`src/rtl/loteria_param.sv`:
```
// Lottery-ticket checker: collects an N-digit BCD guess one digit at a time and
// grades it against a run-time programmable secret into four prize tiers.
module loteria_param #(
  parameter int          N_DIGITS    = 5,
  parameter logic [31:0] SECRET_INIT = 32'h0005_0967,
  parameter int          HOLD_CYCLES = 0
) (
  input  logic                  clk,
  input  logic                  reset,
  input  logic [3:0]            num,
  input  logic                  insert,
  input  logic                  del,
  input  logic                  finish,
  input  logic                  prog,
  output logic [2:0]            state,
  output logic [3:0]            count,
  output logic [4*N_DIGITS-1:0] digits,
  output logic [7*N_DIGITS-1:0] hex,
  output logic [1:0]            prize,
  output logic                  win,
  output logic                  err
);

  typedef enum logic [2:0] {
    ST_ENTRY  = 3'd0,
    ST_READY  = 3'd1,
    ST_CHECK  = 3'd2,
    ST_RESULT = 3'd3,
    ST_PROG   = 3'd4
  } state_t;

  localparam int          DW        = 4 * N_DIGITS;
  localparam logic [3:0]  N_CNT     = 4'(N_DIGITS);
  localparam logic [31:0] HOLD_LAST = (HOLD_CYCLES > 0) ? 32'(HOLD_CYCLES - 1) : 32'd0;

  state_t        r_state, w_state_next;
  logic [3:0]    r_count, w_count_next;
  logic [DW-1:0] r_digits, w_digits_next;
  logic [DW-1:0] r_shadow, w_shadow_next;
  logic [DW-1:0] r_secret, w_secret_next;
  logic [1:0]    r_prize, w_prize_next;
  logic          r_win, w_win_next;
  logic          r_err, w_err_next;
  logic [31:0]   r_hold, w_hold_next;
  logic          r_ins_q, r_del_q, r_fin_q, r_prog_q;

  logic          w_prog_e, w_del_e, w_ins_e, w_fin_e;
  logic          w_in_prog;
  logic [3:0]    w_hits;
  logic [1:0]    w_tier;
  logic [DW-1:0] w_secret_init;

  // Secret parameter lists the first-entered digit most significant; flip it
  // into slot order so it lines up with the digits register.
  for (genvar gi = 0; gi < N_DIGITS; gi++) begin : g_secret_init
    assign w_secret_init[4*gi +: 4] = SECRET_INIT[4*(N_DIGITS-1-gi) +: 4];
  end

  // Only the highest-priority edge of a cycle is acted upon.
  assign w_prog_e  = prog & ~r_prog_q;
  assign w_del_e   = del & ~r_del_q & ~w_prog_e;
  assign w_ins_e   = insert & ~r_ins_q & ~(del & ~r_del_q) & ~w_prog_e;
  assign w_fin_e   = finish & ~r_fin_q & ~(insert & ~r_ins_q) & ~(del & ~r_del_q) & ~w_prog_e;
  assign w_in_prog = (r_state == ST_PROG);

  always_comb begin
    w_hits = 4'd0;
    for (int i = 0; i < N_DIGITS; i++) begin
      if (r_digits[4*i +: 4] == r_secret[4*i +: 4]) w_hits = w_hits + 4'd1;
    end
    w_tier = 2'd0;
    if (w_hits == N_CNT) w_tier = 2'd3;
    else if (w_hits == N_CNT - 4'd1) w_tier = 2'd2;
    else if ((r_digits[DW-1 -: 4] == r_secret[DW-1 -: 4]) && (w_hits >= N_CNT - 4'd2)) w_tier = 2'd1;
  end

  always_comb begin
    w_state_next  = r_state;
    w_count_next  = r_count;
    w_digits_next = r_digits;
    w_shadow_next = r_shadow;
    w_secret_next = r_secret;
    w_prize_next  = r_prize;
    w_win_next    = r_win;
    w_err_next    = 1'b0;
    w_hold_next   = r_hold;
    case (r_state)
      ST_ENTRY, ST_PROG: begin
        if (w_prog_e) begin
          if (r_count == 4'd0) begin
            w_state_next  = ST_PROG;
            w_shadow_next = '0;
          end else begin
            w_err_next = 1'b1;
          end
        end else if (w_del_e) begin
          if (r_count != 4'd0) begin
            w_count_next = r_count - 4'd1;
            for (int i = 0; i < N_DIGITS; i++) begin
              if (4'(i) == w_count_next) begin
                if (w_in_prog) w_shadow_next[4*i +: 4] = 4'd0;
                else           w_digits_next[4*i +: 4] = 4'd0;
              end
            end
          end else if (w_in_prog) begin
            w_state_next = ST_ENTRY;
          end else begin
            w_err_next = 1'b1;
          end
        end else if (w_ins_e) begin
          if (num > 4'd9) begin
            w_err_next = 1'b1;
          end else begin
            for (int i = 0; i < N_DIGITS; i++) begin
              if (4'(i) == r_count) begin
                if (w_in_prog) w_shadow_next[4*i +: 4] = num;
                else           w_digits_next[4*i +: 4] = num;
              end
            end
            if (r_count == N_CNT - 4'd1) begin
              if (w_in_prog) begin
                w_secret_next = w_shadow_next;
                w_count_next  = 4'd0;
                w_state_next  = ST_ENTRY;
              end else begin
                w_count_next = N_CNT;
                w_state_next = ST_READY;
              end
            end else begin
              w_count_next = r_count + 4'd1;
            end
          end
        end else if (w_fin_e) begin
          w_err_next = 1'b1;
        end
      end
      ST_READY: begin
        if (w_del_e) begin
          w_count_next = r_count - 4'd1;
          w_digits_next[DW-1 -: 4] = 4'd0;
          w_state_next = ST_ENTRY;
        end else if (w_ins_e) begin
          w_err_next = 1'b1;
        end else if (w_fin_e) begin
          w_state_next = ST_CHECK;
        end
      end
      ST_CHECK: begin
        w_prize_next = w_tier;
        w_win_next   = (w_tier != 2'd0);
        w_hold_next  = 32'd0;
        w_state_next = ST_RESULT;
      end
      ST_RESULT: begin
        if (w_fin_e || ((HOLD_CYCLES != 0) && (r_hold == HOLD_LAST))) begin
          w_count_next  = 4'd0;
          w_digits_next = '0;
          w_prize_next  = 2'd0;
          w_win_next    = 1'b0;
          w_state_next  = ST_ENTRY;
        end else if (HOLD_CYCLES != 0) begin
          w_hold_next = r_hold + 32'd1;
        end
      end
      default: w_state_next = ST_ENTRY;
    endcase
  end

  always_ff @(posedge clk) begin
    if (reset) begin
      r_state  <= ST_ENTRY;
      r_count  <= 4'd0;
      r_digits <= '0;
      r_shadow <= '0;
      r_secret <= w_secret_init;
      r_prize  <= 2'd0;
      r_win    <= 1'b0;
      r_err    <= 1'b0;
      r_hold   <= 32'd0;
      r_ins_q  <= 1'b0;
      r_del_q  <= 1'b0;
      r_fin_q  <= 1'b0;
      r_prog_q <= 1'b0;
    end else begin
      r_state  <= w_state_next;
      r_count  <= w_count_next;
      r_digits <= w_digits_next;
      r_shadow <= w_shadow_next;
      r_secret <= w_secret_next;
      r_prize  <= w_prize_next;
      r_win    <= w_win_next;
      r_err    <= w_err_next;
      r_hold   <= w_hold_next;
      r_ins_q  <= insert;
      r_del_q  <= del;
      r_fin_q  <= finish;
      r_prog_q <= prog;
    end
  end

  // Active-low segments {g,f,e,d,c,b,a}; empty slots and program mode show a dash.
  for (genvar gi = 0; gi < N_DIGITS; gi++) begin : g_hex
    logic [6:0] w_seg;
    always_comb begin
      case (r_digits[4*gi +: 4])
        4'd0:    w_seg = 7'b1000000;
        4'd1:    w_seg = 7'b1111001;
        4'd2:    w_seg = 7'b0100100;
        4'd3:    w_seg = 7'b0110000;
        4'd4:    w_seg = 7'b0011001;
        4'd5:    w_seg = 7'b0010010;
        4'd6:    w_seg = 7'b0000010;
        4'd7:    w_seg = 7'b1111000;
        4'd8:    w_seg = 7'b0000000;
        4'd9:    w_seg = 7'b0010000;
        default: w_seg = 7'b0111111;
      endcase
    end
    assign hex[7*gi +: 7] = (w_in_prog || (4'(gi) >= r_count)) ? 7'b0111111 : w_seg;
  end

  assign state  = r_state;
  assign count  = r_count;
  assign digits = r_digits;
  assign prize  = r_prize;
  assign win    = r_win;
  assign err    = r_err;

endmodule

```
`config.mk`:
```
export PLATFORM = sky130hd
export DESIGN_NAME = loteria_param
export DESIGN_NICKNAME = d
export VERILOG_FILES = /design/src/rtl/loteria_param.sv
export SDC_FILE = /design/constraint.sdc
export NUM_CORES = 1
export LEC_CHECK = 0
export ABC_CLOCK_PERIOD_IN_PS = 4600
export BUFFER_PORTS_ARGS = -buffer_cell sky130_fd_sc_hd__buf_2
export CAP_MARGIN = 20
export CORE_ASPECT_RATIO = 0.5
export CORE_MARGIN = 2
export CORE_UTILIZATION = 34
export CTS_CLUSTER_DIAMETER = 80
export DETAILED_ROUTE_END_ITERATION = 7
export HOLD_SLACK_MARGIN = 0.1
export PLACE_DENSITY_LB_ADDON = 0.25
export REMOVE_ABC_BUFFERS = 1
export SYNTH_ARGS = -nofsm -noshare
export SYNTH_HDL_FRONTEND = slang
export SYNTH_SLANG_ARGS = --single-unit
```
`constraint.sdc`:
```
create_clock -name clk -period 4.6 [get_ports clk]
set_input_delay 0.92 -clock clk [delete_from_list [all_inputs] [get_ports clk]]
set_output_delay 0.92 -clock clk [all_outputs]
set_load 0.05 [all_outputs]
```
**Word-level counts from Yosys, hierarchy flattened**

Memories as Yosys holds them, arrays and structs flattened. A register that Yosys moved wholly into a read port is not among the register bits.
Cells that the tools add are included.

- Flip-flop bits (word level): 75
- Bits in read-only memories: 560
- Input bits: 10
- Output and inout bits: 66
- Word-level logic and storage cells: 247
- Memories: 5

- Add/sub/neg operators: 6
- Magnitude comparators: 7
- Equal/unequal tests: 55
- Mux-type cells: 105
- Bitwise gates (word level): 19
- Reductions and logical operators: 30

Memories:

| memory | words | bits a word | rd ports | clocked after memory_dff | wr ports | line | source |
|---|---|---|---|---|---|---|---|
| (name not given) | 16 | 7 | 1 | 1 | 0 | 205 | `case (r_digits[4*gi +: 4])` |
| (name not given) | 16 | 7 | 1 | 1 | 0 | 205 |  |
| (name not given) | 16 | 7 | 1 | 1 | 0 | 205 |  |
| (name not given) | 16 | 7 | 1 | 1 | 0 | 205 |  |
| (name not given) | 16 | 7 | 1 | 1 | 0 | 205 |  |

Operators by type and width:

| cell | number |
|---|---|
| 2-to-1 mux 20 bit | 12 |
| 2-to-1 mux 4 bit | 51 |
| inequality test 3 bit (second input constant) | 19 |
| AND reduction 7 bit | 7 |
| AND reduction 10 bit | 4 |
| 2-to-1 mux 3 bit | 13 |
| 2-to-1 mux 7 bit | 5 |
| one-hot mux 16 bit (2 select lines) | 1 |
| one-hot mux 4 bit (3 select lines) | 2 |
| inequality test 3 x 2 -> 1 bit (second input constant) | 7 |
| adder 4 x 1 -> 4 bit (second input constant) | 5 |
| == test 4 bit | 5 |
| inequality test 4 bit (second input constant) | 5 |
| == test 2 x 4 -> 1 bit (first input constant) | 4 |
| 2-to-1 mux 1 bit | 14 |
| == test 4 x 3 -> 1 bit (second input constant) | 3 |
| one-hot mux 3 bit (4 select lines) | 1 |
| AND reduction 11 bit | 1 |
| bitwise AND 1 bit | 10 |
| inverter 1 bit | 9 |
| AND reduction 9 bit | 1 |
| == test 1 x 4 -> 1 bit (first input constant) | 2 |
| == test 3 x 4 -> 1 bit (first input constant) | 2 |
| greater-or-equal comparator 1 x 4 -> 1 bit (first input constant) | 2 |
| 22 further kinds | 37 |

**Longest topological paths before layout**

Gate-level depths: netlist of run 1.

- Word-level depth: 17
- Mapped depth: 16
- Depth with buffers taken out: 14

**Worst setup path after synthesis of run 1**

No wires, ideal clock.

- Path kind: reg2out
- Start: reg r_count[0], in the netlist count[0]
- End: out hex[6]
- Arrival time: 3,003 ps
- Setup slack: 677 ps
- Cell stages (with the launch flop): 8
- Buffers on the path: 3
- Cell sequence: dfxtp_1 -> buf_2 -> inv_1 -> ha_1 -> clkbuf_1 -> nor3b_1 -> clkbuf_1 -> nor3b_1

- Word-level cells in the longest chain between the ends: 3

Ends and longest elaborated chain:

| element | line | source |
|---|---|---|
| from (decl) | 37 | `logic [3:0] r_count, w_count_next;` |
| from (signal assigned) | 186 | `r_count <= w_count_next;` |
| greater-or-equal comparator 1 x 4 -> 1 bit | 219 | `assign hex[7*gi +: 7] = (w_in_prog \|\| (4'(gi) >= r_count)) ? 7'b0111111 : w_seg;` |
| logical OR 1 bit | 219 |  |
| 2-to-1 mux 7 bit | 219 |  |
| to (decl) | 18 | `output logic [7*N_DIGITS-1:0] hex,` |

Every way passes these cells.

**Worst setup path in the final report of run 1**

- Start: reg r_count[0], in the netlist count[0]
- End: out hex[34]

- Word-level cells in the longest chain between the ends: 3

Ends and longest elaborated chain:

| element | line |
|---|---|
| greater-or-equal comparator 3 x 4 -> 1 bit | 219 |
| logical OR 1 bit | 219 |
| 2-to-1 mux 7 bit | 219 |

Every way passes these cells.

==> metrics.csv, run 1 <==
stage,metric,value,unit
outcome,status,"complete, no violations",
synth,Mapped Cells,739,
drt,DR iter-0 viols,373,
critical_path,CP Buf/Inv Count,3,
clocking,Num CTS Buffers,9,
clocking,post-cts sizing count,0,
timing,final setup skew,16.4,ps
synth,number of synthesized register bits,106,
timing,min Tclk post-route,3910,ps
die,Die Footprint,19500,sq um
die,Die Y,99.8,microns
clocking,H-tree depth,3,
synth,post-synth top area cell,dfxtp_1,
synth,Post-Syn Area,6240,sq um
synth,number of synthesized flops with an enable pin,0,
timing,RSZ-0062 raised after global routing,no,
timing,fin crit share,85.0,%
timing,max_slew headroom,35.9,%
drt,# DRC,0,
timing,Sum Neg Setup Slack,0,ps
die,num ports,76,
synth,Post-Syn Area per Cell,8.45,sq um
synth,synth top area cells,"dfxtp_1, ha_1, nor2_1",
timing,worst slew pin tran,956,ps
clocking,post-CTS setup buffers,0,
synth,Synth Flop Type,dfxtp_1,
timing,final hold violations,0,
die,row count,34,
global_route,initial antenna violation count,0,
critical_path,Critical-path top delay cell,nor3_1,
layout,most frequent cells in the layout,"dfxtp_1, nor2_1, buf_2, nand2_1, a21oi_1",
power,Pint,1760,uW
clocking,worst-case clock buffer depth,2,
critical_path,Setup Crit Path Kind,reg2out,
timing,final setup violation count,0,
flow_run,Max Cap Viol,0,
layout,share of cells above drive strength 1,17.3,%
critical_path,Worst path max stage delay,770,ps
synth,asr flop ratio synth,0,%
global_route,vias in the first global route,5190,
placed_design,Post-DP HPWL,12400,microns
power,switching share of total power,45.6,%
clocking,root buf cell,clkbuf_16,
drt,Detailed Route WL,17200,microns
synth,Synth cell types,73,
timing,Setup WS post-layout,692,ps
clocking,clock slew at reported path FFs,80,ps
drt,vias,5481,
critical_path,critical-path cell list,inv_1 > ha_1 > inv_1 > nor2_1 > nor3_1 > and2_1 > buf_2,
clocking,clk sinks,106,
critical_path,"delay-heaviest family, CP",simple AND/OR/NAND/NOR gates,
die,width of the die,196,microns
layout,Area Overhead vs Synth,13.9,%
layout,Multi-input gate area,3800,sq um
power,Psw,1480,uW
power,VDD IR max,0.282,mV
die,core box area,17700,sq um
synth,top cell type's share of synthesized area,34.0,%
layout,antenna cells,0,
placed_design,I/O Buffers,75,
critical_path,CP most frequent cell,inv_1,
min_path,Hold/Removal Path Class,reg2reg,
critical_path,Critical Path End Type,primary output,
global_route,largest net degree at the start of global routing,64,
die,Starting Density,35.4,%
placed_design,pre-CTS worst setup slack,591,ps
global_route,GRT Residual Overflow,0,
power,clock power share,23.8,%
drt,Detail Route Antenna Nets,0,
global_route,GRT Overall Usage,17.9,%
global_route,global-route wire length before repair,27700,microns
placed_design,Placer Congestion,0.886,
critical_path,crit path max fanout,13,
drt,Via density,5.28,
timing,Final Max Slew Viols,0,
layout,Sequential cell area,2120,sq um
power,cell leakage power,0.00306,uW
power,Logic pwr share,44.1,%
clocking,CTS Hold Bufs,0,
power,power per cell area,456,nW/um^2
power,Flop pwr share,32.1,%
critical_path,crit start category,register,
synth,YS warnings,0,
synth,sequential-to-total area share from yosys stat,34.0,%
clocking,Clock Latency Late Sink,350,ps
drt,Pre-Repair DR Iteration Count,5,
layout,"Net count, final",846,
drt,wire length per cell,16.5,microns
clocking,CTS tree,built,
layout,"commonest non-fill, non-tap cell in the layout",dfxtp_1,
critical_path,CP required,3680,ps
critical_path,crit path DAT,2990,ps
layout,FILL cells,1827,
timing,Peak Freq,256,MHz
[sequential cells by signal, summed over array words and instances, names as in the netlist]
signal	cells
count	4
digits	20
err	1
g_hex.w_seg	35
prize	2
r_del_q	1
r_fin_q	1
r_ins_q	1
r_prog_q	1
r_secret	20
r_shadow	16
state	3
win	1
[kinds of logic after synthesis]
logic type	share of synthesized area, %
flip-flops	34.0
buffers and inverters	5.25
AND/OR/NAND/NOR	22.3
adder cells (fa/ha/maj)	7.41
multiplexers	7.27
XOR/XNOR	3.75
AO/OA/AOI/OAI	20.0
[worst min-delay path, cell delays in order, from the launching register on]
cell     delay [ps]
dfxtp_1         320
nand2_1          50
a21oi_1          50
[final cells by class]
cell class	instances	share of cell area (%)
Tap cell	234	4.12
Clock inverter	4	0.475
Multi-Input combinational cell	556	53.4
Inverter	40	2.11
Timing Repair Buffer	86	6.44
Sequential cell	106	29.8
Clock buffer	12	3.61
[synthesized netlist by cell type (8+ instances only)]
master	n
nor2_1	77
ha_1	37
nor2b_1	10
nand2_1	68
a211oi_1	17
mux2i_1	28
inv_1	34
nand2b_1	25
o21ai_0	22
nand3_1	19
mux2_2	9
and2_1	8
nor3_1	18
xnor2_1	17
or3_1	13
a22oi_1	17
dfxtp_1	106
a21oi_1	57
clkbuf_1	26
[routing by layer]
| layer | track usage [%] | up-vias | part of all wire [%] |
|---|---|---|---|
| li1 | - | 2731 | - |
| met1 | 25.3 | 2581 | 50 |
| met4 | 3.99 | 0 | 0.75 |
| met2 | 28.3 | 154 | 43 |
| met3 | 3.46 | 15 | 5.8 |
| met5 | 0 | - | 0 |
[metrics by stage]
stage / util, % / instances / hold slack, ps / total power [uW] / cell area [sq um]
floorplan: - / 702 / 443 / 2140 / 6070
global placement: 38.6 / 1022 / 441 / 2480 / 6820
global route: 40.3 / 1038 / 487 / 3410 / 7110
detailed placement: 38.6 / 1022 / 459 / 2490 / 6820
finish: 40.3 / 1038 / 462 / 3240 / 7110
CTS: 40.3 / 1038 / 470 / 3260 / 7110
[power by group through the flow]
stage	registers, uW	logic (uW)	clock network (uW)
2_1_floorplan	1130	1010	0
4_1_cts	1040	1430	786
5_1_grt	1050	1520	830
3_5_place_dp	1060	1430	0
3_3_place_gp	1060	1420	0
6_report	1040	1430	770
[final timing paths]
kind         cells past startpoint  slack, ps      from                end
max                              7        690  count[0]            hex[34]
min                              2        460  prize[1]           prize[1]
max reg2reg                     11        810  count[0]  g_hex[1].w_seg[4]
min reg2reg                      2        460  prize[1]           prize[1]
(Power assumes the default switching activity.)
==> inputs of run 2 (changes only) <==
--- a/config.mk
+++ b/config.mk
@@ -5,7 +5,7 @@
 export SDC_FILE = /design/constraint.sdc
 export NUM_CORES = 1
 export LEC_CHECK = 0
-export ABC_CLOCK_PERIOD_IN_PS = 4600
+export ABC_CLOCK_PERIOD_IN_PS = 3820
 export BUFFER_PORTS_ARGS = -buffer_cell sky130_fd_sc_hd__buf_2
 export CAP_MARGIN = 20
 export CORE_ASPECT_RATIO = 0.5
==> constraint.sdc (replaced) <==
create_clock -name clk -period 3.82 [get_ports clk]
set_input_delay 0.764 -clock clk [delete_from_list [all_inputs] [get_ports clk]]
set_output_delay 0.764 -clock clk [all_outputs]
set_load 0.05 [all_outputs]
==> run 2 against run 1 <==
Against the previous run: critical path depth is the same; largest cell class unchanged; worst setup slack got worse by 390 ps; final cell count up 2.2%.
==> metrics.csv, run 2 (synthesis gave the netlist of run 1 again) <==
stage,metric,value,unit
timing,final setup skew,10.8,ps
critical_path,Critical Path End Type,primary output,
drt,Pre-Repair DR Iteration Count,5,
timing,Sum Neg Setup Slack,0,ps
die,num ports,76,
critical_path,Worst path max stage delay,740,ps
power,power per cell area,545,nW/um^2
critical_path,Reg-to-Reg Start,count[1],
timing,max_slew headroom,40.0,%
timing,worst slew pin tran,891,ps
critical_path,critical path depth,7,
drt,Detail Route Antenna Nets,0,
min_path,hold path cells,2,
placed_design,Post-DP HPWL,13200,microns
global_route,global-route wire length before repair,28200,microns
timing,min Tclk post-route,3510,ps
timing,fin crit share,92.0,%
critical_path,crit path max fanout,9,
global_route,GRT Overall Usage,18.2,%
drt,wire length per cell,16.8,microns
critical_path,crit start category,register,
drt,vias,5633,
critical_path,R2R cell count,15,
timing,final setup violation count,0,
clocking,root buf cell,clkbuf_16,
placed_design,Placer Congestion,0.946,
timing,RSZ-0062 raised after global routing,no,
outcome,status,"complete, no violations",
critical_path,CP Buf/Inv Count,3,
global_route,GRT Residual Overflow,0,
min_path,worst min-delay path startpoint,prize[1],
clocking,post-cts sizing count,0,
global_route,largest net degree at the start of global routing,39,
layout,Final Non-Filler Cells,1061,
timing,final hold violations,0,
die,Die Footprint,19500,sq um
layout,antenna cells,0,
die,Starting Density,35.4,%
clocking,clock slew at reported path FFs,70,ps
drt,Via density,5.31,
critical_path,Critical R2R Capture,g_hex[1].w_seg[4],
placed_design,dpl cells,1045,
clocking,Num CTS Buffers,9,
critical_path,Critical-path top delay cell,nor3b_1,
clocking,CTS tree,built,
critical_path,Setup Crit Path Kind,reg2out,
timing,Peak Freq,285,MHz
layout,FILL cells,1764,
clocking,CTS Hold Bufs,0,
layout,Area Overhead vs Synth,16.8,%
layout,most frequent cells in the layout,"dfxtp_1, nor2_1, buf_2, nand2_1, a21oi_1",
layout,"Net count, final",869,
flow_run,Max Cap Viol,0,
critical_path,"delay-heaviest family, CP",simple AND/OR/NAND/NOR gates,
clocking,clk sinks,106,
placed_design,I/O Buffers,75,
power,cell leakage power,0.00317,uW
drt,Detailed Route WL,17800,microns
clocking,Clock Latency Late Sink,350,ps
timing,Final Max Slew Viols,0,
global_route,vias in the first global route,5183,
die,Die Y,99.8,microns
drt,# DRC,0,
timing,Final Hold Slack,453,ps
die,width of the die,196,microns
drt,DR iter-0 viols,454,
min_path,Hold/Removal Path Class,reg2reg,
clocking,H-tree depth,3,
power,VDD IR max,0.376,mV
layout,"commonest non-fill, non-tap cell in the layout",dfxtp_1,
die,row count,34,
layout,max reg flops,35,
clocking,post-CTS setup buffers,0,
critical_path,CP required,3060,ps
critical_path,critical-path cell list,inv_1 > ha_1 > nor3b_1 > a211oi_1 > buf_4 > and2_1 > buf_2,
critical_path,flop-to-flop setup slack,390,ps
critical_path,crit path DAT,2750,ps
critical_path,Worst Setup SP,count[1],
layout,share of cells above drive strength 1,19.7,%
critical_path,CP endpoint,hex[13],
global_route,initial antenna violation count,0,
die,core box area,17700,sq um
clocking,worst-case clock buffer depth,2,
-- run 2: power by group --
group	internal (uW)	switching, uW	leakage (uW)	total, uW
registers	1190	51.0	0.000860	1240
clock network	487	441	0.000140	928
logic	493	1320	0.00217	1810
-- run 2: worst min-delay path by stage --
stage / end / slack [ps]
2_1_floorplan: r_secret[19] / 440
3_3_place_gp: prize[1] / 440
3_5_place_dp: prize[1] / 450
4_1_cts: prize[1] / 460
5_1_grt: win / 480
6_report: prize[1] / 450
-- run 2: per-layer routing --
metal | vias up | global-route usage [%] | share of wire [%]
met3 | 33 | 4.37 | 7.3
met2 | 194 | 28.5 | 43
li1 | 2782 | - | -
met4 | 0 | 4.82 | 1.9
met1 | 2624 | 25.3 | 48
met5 | - | 0 | 0
-- run 2: final cells by class --
cell class                      instances  area [sq um]  share of cell area, %
Inverter                               40           150                   2.06
Multi-Input combinational cell        556          3800                   52.1
Tap cell                              234           293                   4.02
Clock inverter                          5          43.8                  0.601
Clock buffer                           11           253                   3.47
Sequential cell                       106          2120                   29.1
Timing Repair Buffer                  109           631                   8.65
-- run 2: worst min-delay path: stages, from the launching register on --
cell and delay (ps):
dfxtp_1 310, nand2_1 50, a21oi_1 50
-- run 2: per-stage QoR --
step / util (%) / total power [uW] / setup WS, ps / instance area, sq um
2_1_floorplan: - / 2570 / -29.6 / 6070
3_3_place_gp: 39.6 / 3060 / 467 / 6990
3_5_place_dp: 39.6 / 3060 / 355 / 6990
4_1_cts: 41.3 / 4000 / 347 / 7290
5_1_grt: 41.3 / 4170 / 0.0102 / 7290
6_report: 41.3 / 3980 / 307 / 7290
